===== src/rtl/button_conditioner.sv =====
// rtl/button_conditioner.sv - 9-key synchronizer, debouncer and one-hot press pulse generator (optional BTN_ROLLOVER_EN)
module button_conditioner #(
    parameter int DEBOUNCE_CYCLES = 500000
) (
    input  logic       clk,
    input  logic       rst_n,
    input  logic [8:0] raw_buttons,
    input  logic       enable,
    output logic [8:0] buttons,
    output logic       press_valid,
    output logic       multi_err
);

    localparam logic [19:0] CNT_MAX = 20'(DEBOUNCE_CYCLES - 1);

    typedef enum logic [1:0] {
        S_WAIT_REL = 2'd0,
        S_IDLE     = 2'd1,
        S_HELD     = 2'd2
    } state_t;

    function automatic logic is_one_hot(input logic [8:0] v);
        return (v != 9'd0) && ((v & (v - 9'd1)) == 9'd0);
    endfunction

    logic              run_q, run_d;
    logic [8:0]        sync0_q, sync0_d;
    logic [8:0]        sync1_q, sync1_d;
    logic [8:0][19:0]  cnt_q, cnt_d;
    logic [8:0]        stable_q, stable_d;
    state_t            state_q, state_d;
    logic [8:0]        buttons_q, buttons_d;
    logic              press_valid_q, press_valid_d;
    logic              multi_err_q, multi_err_d;
`ifdef BTN_ROLLOVER_EN
    logic [8:0]        stable_prev_q, stable_prev_d;
    logic [8:0]        rise;
    assign rise = stable_q & ~stable_prev_q;
`endif

    // Reset-release flag and key synchronizers; the synchronizers run freely so a
    // key held through reset is already visible when the FSM starts evaluating.
    always_comb begin
        run_d   = 1'b1;
        sync0_d = raw_buttons;
        sync1_d = sync0_q;
    end

    // Reset-release flag and synchronizer flops
    always_ff @(posedge clk or negedge rst_n) begin
        if (!rst_n) begin
            run_q   <= 1'b0;
            sync0_q <= 9'd0;
            sync1_q <= 9'd0;
        end else begin
            run_q   <= run_d;
            sync0_q <= sync0_d;
            sync1_q <= sync1_d;
        end
    end

    // Per-key debounce: count while the synchronized level differs from stable
    always_comb begin
        cnt_d    = cnt_q;
        stable_d = stable_q;
`ifdef BTN_ROLLOVER_EN
        stable_prev_d = stable_prev_q;
`endif
        if (run_q) begin
`ifdef BTN_ROLLOVER_EN
            stable_prev_d = stable_q;
`endif
            for (int i = 0; i < 9; i++) begin
                if (sync1_q[i] == stable_q[i]) begin
                    cnt_d[i] = 20'd0;
                end else if (cnt_q[i] == CNT_MAX) begin
                    stable_d[i] = sync1_q[i];
                    cnt_d[i]    = 20'd0;
                end else begin
                    cnt_d[i] = cnt_q[i] + 20'd1;
                end
            end
        end
    end

    // Debounce counter and stable register flops
    always_ff @(posedge clk or negedge rst_n) begin
        if (!rst_n) begin
            cnt_q    <= '0;
            stable_q <= 9'd0;
`ifdef BTN_ROLLOVER_EN
            stable_prev_q <= 9'd0;
`endif
        end else begin
            cnt_q    <= cnt_d;
            stable_q <= stable_d;
`ifdef BTN_ROLLOVER_EN
            stable_prev_q <= stable_prev_d;
`endif
        end
    end

    // Press FSM: next state and registered pulse outputs
    always_comb begin
        state_d       = state_q;
        buttons_d     = 9'd0;
        press_valid_d = 1'b0;
        multi_err_d   = 1'b0;
        if (run_q) begin
            case (state_q)
                S_WAIT_REL: begin
                    // Leave only once nothing is held or still in the synchronizer
                    if (stable_q == 9'd0 && sync0_q == 9'd0 && sync1_q == 9'd0) begin
                        state_d = S_IDLE;
                    end
                end
                S_IDLE: begin
                    if (enable && stable_q != 9'd0) begin
                        state_d = S_HELD;
                        if (is_one_hot(stable_q)) begin
                            buttons_d     = stable_q;
                            press_valid_d = 1'b1;
                        end else begin
                            multi_err_d = 1'b1;
                        end
                    end
                end
                S_HELD: begin
                    if (stable_q == 9'd0) begin
                        state_d = S_IDLE;
                    end
`ifdef BTN_ROLLOVER_EN
                    else if (enable && rise != 9'd0) begin
                        if (is_one_hot(rise)) begin
                            buttons_d     = rise;
                            press_valid_d = 1'b1;
                        end else begin
                            multi_err_d = 1'b1;
                        end
                    end
`endif
                end
                default: state_d = S_WAIT_REL;
            endcase
        end
    end

    // FSM state and output flops
    always_ff @(posedge clk or negedge rst_n) begin
        if (!rst_n) begin
            state_q       <= S_WAIT_REL;
            buttons_q     <= 9'd0;
            press_valid_q <= 1'b0;
            multi_err_q   <= 1'b0;
        end else begin
            state_q       <= state_d;
            buttons_q     <= buttons_d;
            press_valid_q <= press_valid_d;
            multi_err_q   <= multi_err_d;
        end
    end

    assign buttons     = buttons_q;
    assign press_valid = press_valid_q;
    assign multi_err   = multi_err_q;

endmodule


===== config.mk =====
export PLATFORM = sky130hd
export DESIGN_NAME = button_conditioner
export DESIGN_NICKNAME = d
export VERILOG_FILES = /design/src/rtl/button_conditioner.sv
export SDC_FILE = /design/constraint.sdc
export NUM_CORES = 1
export LEC_CHECK = 0
export BUFFER_PORTS_ARGS = -buffer_cell sky130_fd_sc_hd__buf_2
export CAP_MARGIN = 20
export CORE_AREA = 2 2 164 166
export DETAILED_ROUTE_END_ITERATION = 10
export DIE_AREA = 0 0 166 168
export PLACE_DENSITY = 0.68
export SYNTH_ARGS = -nofsm -noshare
export SYNTH_HDL_FRONTEND = slang
export SYNTH_SLANG_ARGS = --single-unit

===== constraint.sdc =====
create_clock -name clk -period 5.2 [get_ports clk]
set_input_delay 0.52 -clock clk [delete_from_list [all_inputs] [get_ports clk]]
set_output_delay 0.52 -clock clk [all_outputs]
set_load 0.02 [all_outputs]

# --- After elaboration in Yosys (flattened, before gate mapping) ---
# Index checks and enable logic that the tools add are counted.
totals:
  reg_bits: 221
  out_inout_bits: 11
  inputBits: 12
classes:
  eq_ne: 23
  add_sub_neg: 10
  bitwise_logic: 10
  mux: 34
  n_reduce_logical: 20
op_table:
  columns: ["operator", "count"]
  rows:
  - ["$mux W20", 18]
  - ["$add A20 B1 Y20 const B", 9]
  - ["$eq A20 B19 Y1 const B", 9]
  - ["$logic_not A9 Y1", 4]
  - ["$mux W9", 4]
  - ["$reduce_and A3 Y1", 9]
  - ["$and A9 B9 Y9", 1]
  - ["$eq A1 B1 Y1", 9]
  - ["$not A1 Y1", 9]
  - ["$reduce_bool A9 Y1", 1]
  - ["$sub A9 B1 Y9 const B", 1]
  - ["$mux W1", 8]
  - ["$mux W2", 3]
  - ["$ne A2 B2 Y1 const B", 3]
  - ["$pmux W2 S3", 1]
  - ["$logic_and A1 B1 Y1", 4]
  - ["$reduce_and A4 Y1", 1]
  - ["$eq A2 B1 Y1 const B", 1]
  - ["$eq A2 B2 Y1 const B", 1]
  - ["$logic_not A2 Y1", 1]

# --- Logic depth before layout (Yosys ltp) ---
# Gate-level depths: netlist (run 1).
depth:
  depth_word: 8
  depth_mapped: 9

# --- Worst setup path after synthesis (run 1) ---
# No wires, ideal clock.
synth_timing:
  kind: "register to register"
  start: "reg cnt_q[127] (netlist name)"
  end: "reg cnt_q[135] (netlist name)"
  path_buffers: 3
  required_ns: 5.062
  setup_time_ns: 0.138
  path_stages_with_launch: 9
  t_arrival_ns: 1.984
  synth_period_minus_slack_ns: 2.122
  setup_slack_ns: 3.078
  path_cell_list: "dfrtp_1 -> buf_6 -> or4_1 -> or4_4 -> o21ba_1 -> buf_6 -> buf_12 -> a31oi_2 -> a31oi_1"
synth_between:
  elab_chain_len: 3
  word_cells_on_any_way: 4
  classes_between: "add/sub (1); eq/ne (1); mux (2)"
synth_rtl:
  columns: ["item", "line", "source"]
  rows:
  - ["start, declared", "29", "logic [8:0][19:0] cnt_q, cnt_d;"]
  - ["start signal, assigned", "95", "cnt_q <= cnt_d;"]
  - ["$add A20 B1 Y20 / $eq A20 B19 Y1 (equally long branches)", "80, 76", null]
  - ["$mux W20 (*)", "76", "end else if (cnt_q[i] == CNT_MAX) begin"]
  - ["$mux W20 (*)", "74", "if (sync1_q[i] == stable_q[i]) begin"]
# Mark *: on every way between the ends. The rest lies on a longest branch, timed or not.
# A chain may end at the register's enable or synchronous reset.

==> out/results.md, run 1 <==
| Metric | Value | Unit |
|---|---|---|
| Switching portion of total power | 23.84 | % |
| Leakage power total | 5.304 | nW |
| Number of vias in the routed layout | 9721 | - |
| Proportion of register bits with asynchronous set or reset after synthesis | 100.0 | % |
| # diodes | 0 | - |
| Part of the total power dissipated in combinational logic | 5.7 | % |
| Worst max-slew margin expressed relative to the limit | 27.91 | % |
| Worst endpoint required time | 5.62 | ns |
| Accumulated negative setup slack | 0 | ns |
| Placed inst area | 11920 | um2 |
| Deepest level of the CTS H-tree | 1 | - |
| Final Max Slew Viols | 0 | - |
| Starting density of the core | 43.97 | % |
| Die Width | 166 | um |
| Switching power total | 916.1 | uW |
| Maximum number of pins on one net before global-route repair | 141 | - |
| Area of the die | 27890 | um2 |
| Synthesized Nets | 1280 | - |
| Count of input and output buffers | 22 | - |
| Flip-flop cell with the highest count after synthesis | dfrtp_1 | - |
| Setup bufs post-CTS | 0 | - |
| Congestion Overflow GR | 0 | - |
| Number of flip-flops and latches in the synthesized netlist | 221 | - |
| Vias in the first global route | 9105 | - |
| Multi-input logic area | 5632 | um2 |
| Clock buffers created by TritonCTS | 25 | - |
| Total of warnings raised by yosys | 0 | - |
| Transition time at the pin with the least slew margin | 1.081 | ns |
| Share of post-route cells with drive strength above 1 | 8.819 | % |
| Most frequent cells after synthesis | dfrtp_1, nand2_1, a31oi_1, nand3_1, a21oi_1 | - |
| Tot Pwr | 3.843 | mW |
| Count of TritonRoute iterations in the first routing pass | 4 | - |
| Mean instance size in the synthesized netlist | 9.204 | um2 |
| Gp weighted congestion | 0.8300 | - |
| Share of total power in sequential cells | 48.1 | % |
| Internal cell power | 2.927 | mW |
| Kind of capture point of the worst setup path | register | - |
| Number of buffers on the longest clock path | 3 | - |
| Critical path type | reg -> reg | - |
| Outcome | completed | - |
| Power density over cell area | 299.8 | nW/um2 |
| Maximum achievable frequency | 364.9 | MHz |
| Estimated wirelength of the detail-placed design | 16250 | um |
| Proportion of power drawn by the clock network | 46.2 | % |
| TritonCTS clock tree | built | - |
| Area used by sequential logic in the layout | 5534 | um2 |
| Total buffers and inverters traversed by the critical path | 1 | - |
| Top cell family by delay on the critical path | flip-flops | - |
| CTS clk-pin slew, worst paths | 0.06 | ns |
| Root Driver | clkbuf_16 | - |
| Core area | 26350 | um2 |
| Worst hold slack | 0.08573 | ns |
| Die Span Y | 168 | um |
| DRC violation total after the first TritonRoute iteration | 756 | - |
| Seq/Total Area, Yosys | 47.73 | % |
| Finished Cell Area | 12820 | um2 |
| DRT antenna net count | 0 | - |
| Post-synth EDFFs | 0 | - |
| Maxcap violations | 0 | - |
| Number of sinks driven by the clock tree | 221 | - |
| Routed WL per cell | 15.64 | um |
| Maximum vdd drop | 266.5 | uV |
| Worst Hold Depth | 1 | - |
| Resize count post-CTS | 0 | - |
| Fill cells | 2451 | - |
| Total routed wirelength | 25200 | um |
| Slowest stage cell, crit path | dfrtp_4 | - |
| Insertion delay to the later sink of the worst-skew pair | 0.54 | ns |
| Chain of cells forming the critical path | buf_4 > nand2_1 > a21oi_1 > nand3_1 > o311ai_0 | - |
| Wire length of the first global-routing pass | 43850 | um |
| Initial antenna violation count | 0 | - |
| Hold Fails Final Rpt | 0 | - |
| Setup skew after layout | 0.02613 | ns |
| Stage delay of the slowest cell on the critical path | 0.96 | ns |
| Cell count after synthesis | 1259 | - |
| Cell area after technology mapping | 11590 | um2 |
| Maximum fanout along the worst path | 71 | - |
| Tmin final | 2.741 | ns |
| CP Launch Type | register | - |
| Most area-consuming cells after synthesis | dfrtp_1, a31oi_1, nand2_1 | - |
| Standard-cell row count | 60 | - |
| Count of unique library cells instantiated by Yosys | 66 | - |
| RSZ-0062 raised after global routing | no | - |
| Cell type with the highest aggregate area in the netlist | dfrtp_1 | - |
| Post-CTS Hold Buffers | 0 | - |
| CP Depth | 5 | - |
| Crit share post-route | 52.71 | % |
| Worst min-delay path class | in -> reg | - |
| Total routing usage reported by global routing | 18.14 | % |
| Path depth of the worst reg2reg path | 5 | - |
| Layout net count | 1274 | - |
| Number of failing setup endpoints in the final timing report | 0 | - |
| Routed vias/inst | 6.034 | - |
| Cell with the most instances after synthesis | dfrtp_1 | - |
| WP data arrival | 3.16 | ns |
| Top Ports | 23 | - |
| Area added between synthesis and finish | 10.65 | % |
| Residual DRC count | 0 | - |
| Share of the synthesized area in the top cell type | 47.73 | % |
## worst paths after layout
check	start	slack (ns)	end
worst min register to register	sync0_q[0]	0.38	sync1_q[0]
worst max register to register	run_q	2.46	cnt_q[176]
worst min-delay path	raw_buttons[5]	0.09	sync0_q[5]
worst max-delay path	run_q	2.46	cnt_q[176]
min in group asynchronous	rst_n	0.12	cnt_q[161]
max in group asynchronous	rst_n	4.05	run_q
## worst reg2reg max path, cell delays in order, from the launching register on
cell	delay [ns]
dfrtp_4	0.96
buf_4	0.43
nand2_1	0.27
a21oi_1	0.70
nand3_1	0.14
o311ai_0	0.13
## cell usage in the layout, fill, tap and decap left out, types with 29 or more instances in the layout
master   netlist  layout
a21oi_1       69      68
a31oi_1      109     107
a41oi_1       31      31
and3_1        29      29
dfrtp_1      221     220
inv_1         34      33
nand2_1      145     145
nand3_1       90      90
nand4_1       39      39
nor2_1        48      48
nor3_1        39      39
o21ai_0       61      61
## layout make-up
class                   instances  share of cell area [%]
multi-input cells             936                   43.93
well taps                     341                   3.328
inverters                      34                  0.9954
clock inverters                 9                  0.7710
flip-flops and latches        221                   43.16
clock buffers                  35                   5.719
repair buffers                 35                   2.098
## registers in the layout, summed over array words and instances, names as in the netlist
signal	cells
cnt_q	180
buttons	9
stable_q	9
sync0_q	9
sync1_q	9
state_q	2
multi_err	1
press_valid	1
run_q	1
## metrics by stage
| stage | utilization (%) | worst slack, ns | cells |
|---|---|---|---|
| global placement | 45.24 | 2.542 | 1563 |
| finish | 48.66 | 2.459 | 1611 |
| CTS | 48.40 | 2.454 | 1607 |
| floorplan | - | 3.078 | 1259 |
| detailed placement | 45.24 | 2.441 | 1563 |
| global route | 48.66 | 2.227 | 1611 |
## per-layer routing
| layer | share of wire [%] | vias to the layer above | global-route usage [%] |
|---|---|---|---|
| li1 | - | 4757 | - |
| met1 | 49 | 4789 | 25.70 |
| met2 | 46 | 139 | 29.53 |
| met3 | 3.0 | 36 | 2.280 |
| met4 | 2.0 | 0 | 4.991 |
| met5 | 0 | - | 0 |
## power groups by stage
| stage | clock network, mW | logic (mW) | registers (mW) |
|---|---|---|---|
| floorplan | 0 | 0.161 | 1.85 |
| global placement | 0 | 0.211 | 1.88 |
| detailed placement | 0 | 0.218 | 1.88 |
| CTS | 1.81 | 0.219 | 1.85 |
| global route | 1.88 | 0.252 | 1.86 |
| finish | 1.77 | 0.220 | 1.85 |
## logic make-up (layout without fill, tap and decap cells)
group | after synthesis | after routing | share of synthesized area (%)
AOI/OAI and AO/OA | 370 | 370 | 20.98
and+or+nand+nor | 517 | 517 | 23.14
muxes | 23 | 23 | 2.116
xor gates and xnor gates | 15 | 15 | 1.134
adders and majority gates | 10 | 10 | 1.058
other | 1 | 1 | 0.03236
buffers and inverters | 102 | 113 | 3.812
DFF | 221 | 221 | 47.73
Power figures use the tool's default switching activity.
==> run 2: changes to the inputs <==
--- a/config.mk
+++ b/config.mk
@@ -10,7 +10,7 @@
 export CORE_AREA = 2 2 164 166
 export DETAILED_ROUTE_END_ITERATION = 10
 export DIE_AREA = 0 0 166 168
-export PLACE_DENSITY = 0.68
+export PLACE_DENSITY = 0.7
 export SYNTH_ARGS = -nofsm -noshare
 export SYNTH_HDL_FRONTEND = slang
 export SYNTH_SLANG_ARGS = --single-unit
==> constraint.sdc (replaced) <==
create_clock -name clk -period 2.4 [get_ports clk]
set_input_delay 0.24 -clock clk [delete_from_list [all_inputs] [get_ports clk]]
set_output_delay 0.24 -clock clk [all_outputs]
set_load 0.02 [all_outputs]
==> out/results.md, run 2 (same netlist as run 1, synthesis figures left out) <==
| Metric | Value | Unit | Delta |
|---|---|---|---|
| Outcome | completed | - | unchanged |
| Die Span Y | 168 | um | unchanged |
| Placed cell count | 1601 | - | was 1563 |
| Die Width | 166 | um | unchanged |
| Slowest stage cell, crit path | or4b_1 | - | was dfrtp_4 |
| DRT antenna net count | 0 | - | unchanged |
| Path depth of the worst reg2reg path | 5 | - | unchanged |
| Worst reg-to-reg setup slack | 0.13 | ns | was 2.46 ns |
| Starting density of the core | 43.97 | % | unchanged |
| DRC violation total after the first TritonRoute iteration | 859 | - | was 756 |
| Total routing usage reported by global routing | 18.62 | % | was 18.14% |
| Transition time at the pin with the least slew margin | 0.5879 | ns | was 1.081 ns |
| # diodes | 0 | - | unchanged |
| Maximum number of pins on one net before global-route repair | 79 | - | was 141 |
| WP data arrival | 2.69 | ns | was 3.16 ns |
| Congestion Overflow GR | 0 | - | unchanged |
| Power density over cell area | 649.7 | nW/um2 | was 299.8 nW/um2 |
| Count of TritonRoute iterations in the first routing pass | 5 | - | was 4 |
| Worst min-delay path class | in -> reg | - | unchanged |
| CP Launch Type | register | - | unchanged |
| CTS clk-pin slew, worst paths | 0.06 | ns | about the same |
| Layout net count | 1319 | - | was 1274 |
| Worst hold slack | 0.07113 | ns | was 0.08573 ns |
| Beginning of the worst hold path | enable | - | was raw_buttons[5] |
| Area of the die | 27890 | um2 | unchanged |
| Area added between synthesis and finish | 14.25 | % | was 10.65% |
| Clock buffers created by TritonCTS | 26 | - | was 25 |
| Top cell family by delay on the critical path | simple AND/OR/NAND/NOR gates | - | was flip-flops |
| Number of vias in the routed layout | 9978 | - | was 9721 |
| Fill cells | 2403 | - | was 2451 |
| Multi-input logic area | 5648 | um2 | was 5632 um2 |
| Tmin final | 2.273 | ns | was 2.741 ns |
| Max reg flops | 180 | - | unchanged |
| Critical path type | reg -> reg | - | unchanged |
| Final design utilization | 50.24 | % | was 48.66% |
| Stage delay of the slowest cell on the critical path | 0.56 | ns | was 0.96 ns |
| Finished Cell Area | 13240 | um2 | was 12820 um2 |
| Maximum vdd drop | 606.4 | uV | was 266.5 uV |
| Number of sinks driven by the clock tree | 221 | - | unchanged |
| RSZ-0062 raised after global routing | no | - | unchanged |
| Gp weighted congestion | 0.8208 | - | was 0.8300 |
| Setup skew after layout | 0.01398 | ns | was 0.02613 ns |
| Maximum achievable frequency | 439.9 | MHz | was 364.9 MHz |
| Placed inst area | 12230 | um2 | was 11920 um2 |
| Kind of capture point of the worst setup path | register | - | unchanged |
| Maximum fanout along the worst path | 14 | - | was 71 |
| Final Worst Setup Slack | 0.1265 | ns | was 2.459 ns |
| Beginning of the worst register-to-register path | cnt_q[12] | - | was run_q |
| Total routed wirelength | 26200 | um | was 25200 um |
| Routed vias/inst | 6.022 | - | was 6.034 |
| Root Driver | clkbuf_16 | - | unchanged |
| Largest register by flop count | cnt_q | - | unchanged |
| Initial antenna violation count | 0 | - | unchanged |
| Leakage power total | 5.548 | nW | was 5.304 nW |
| Residual DRC count | 0 | - | unchanged |
| Worst Hold Depth | 3 | - | was 1 |
| Standard-cell row count | 60 | - | unchanged |
| Wire length of the first global-routing pass | 45070 | um | was 43850 um |
| Count of input and output buffers | 22 | - | unchanged |
| Total buffers and inverters traversed by the critical path | 0 | - | was 1 |
| Estimated wirelength of the detail-placed design | 17250 | um | was 16250 um |
| Endpoint with the worst hold slack | state_q[0] | - | was sync0_q[5] |
| Place WS | 0.1055 | ns | was 2.441 ns |
| Setup bufs post-CTS | 0 | - | unchanged |
| Final Max Slew Viols | 0 | - | unchanged |
| Maxcap violations | 0 | - | unchanged |
| Most common cell after layout, fill and taps aside | dfrtp_1 | - | unchanged |
| Critical R2R Capture | cnt_q[3] | - | was cnt_q[176] |
| Top Ports | 23 | - | unchanged |
| Number of failing setup endpoints in the final timing report | 0 | - | unchanged |
| Worst max-slew margin expressed relative to the limit | 60.81 | % | was 27.91% |
| Finished Layout Cells | 1657 | - | was 1611 |
| Crit share post-route | 94.73 | % | was 52.71% |
| Worst endpoint required time | 2.81 | ns | was 5.62 ns |
| Routed WL per cell | 15.81 | um | was 15.64 um |
| Insertion delay to the later sink of the worst-skew pair | 0.53 | ns | was 0.54 ns |
| TritonCTS clock tree | built | - | unchanged |
| Area used by sequential logic in the layout | 5534 | um2 | unchanged |
| Number of buffers on the longest clock path | 3 | - | unchanged |
| Hold Fails Final Rpt | 0 | - | unchanged |
| Deepest level of the CTS H-tree | 1 | - | unchanged |
| Vias in the first global route | 9337 | - | was 9105 |
| Tot Pwr | 8.602 | mW | was 3.843 mW |
| Chain of cells forming the critical path | or4b_1 > nor4_2 > a31oi_4 > and3_1 > a221o_1 | - | was buf_4 > nand2_1 > a21oi_1 > nand3_1 > o311ai_0 |
| Accumulated negative setup slack | 0 | ns | unchanged |
| Core area | 26350 | um2 | unchanged |
| Highest-count cells in the layout ignoring fill and taps | dfrtp_1, nand2_1, a31oi_1, nand3_1, a21oi_1 | - | unchanged |
| Share of post-route cells with drive strength above 1 | 11.25 | % | was 8.819% |
[run 2: changes by cell type in the layout (fill, tap and decap cells not counted), sizes merged]
cell / delta
buf: +34
dlygate4sd3: +10
bufinv: +1
clkinv: +1
[run 2: per-layer routing]
metal	global-route usage [%]	share of wire [%]
met1	26.07	48
met2	30.62	47
met3	2.586	3.2
met4	4.915	2.0
met5	0	0
[run 2: cell type report]
cell class              count  area share [%]
inverters                  34          0.9640
clock buffers              35           5.708
well taps                 341           3.223
flip-flops and latches    221           41.80
multi-input cells         936           42.66
repair buffers             79           4.612
clock inverters            11           1.030
[run 2: worst max path at each step]
stage / startpoint / endpoint / slack (ns) / depth (start not counted)
global route: cnt_q[100] / cnt_q[107] / 0.003 / 7
finish: cnt_q[12] / cnt_q[3] / 0.13 / 5
floorplan: cnt_q[127] / cnt_q[135] / 0.28 / 8
global placement: cnt_q[12] / cnt_q[3] / 0.16 / 5
CTS: cnt_q[12] / cnt_q[3] / 0.09 / 5
detailed placement: cnt_q[12] / cnt_q[11] / 0.11 / 6
[run 2: worst register-to-register path, delay by kind of cell (launching register included)]
family | cells | cell delay, ns
simple gates | 3 | 1.24
compound gates | 2 | 0.50
flops | 1 | 0.42
[run 2: what timing repair did]
item,CTS,global route
hold endpoints to repair,80,0
hold buffers,10,0
gates resized for setup,0,2
endpoints found under the setup margin,0,12
[run 2: power by group]
| part | internal, mW | switching [mW] |
|---|---|---|
| Sequential | 3.84 | 0.150 |
| Clock | 2.52 | 1.55 |
| Combinational | 0.202 | 0.335 |
| Total | 6.56 | 2.04 |
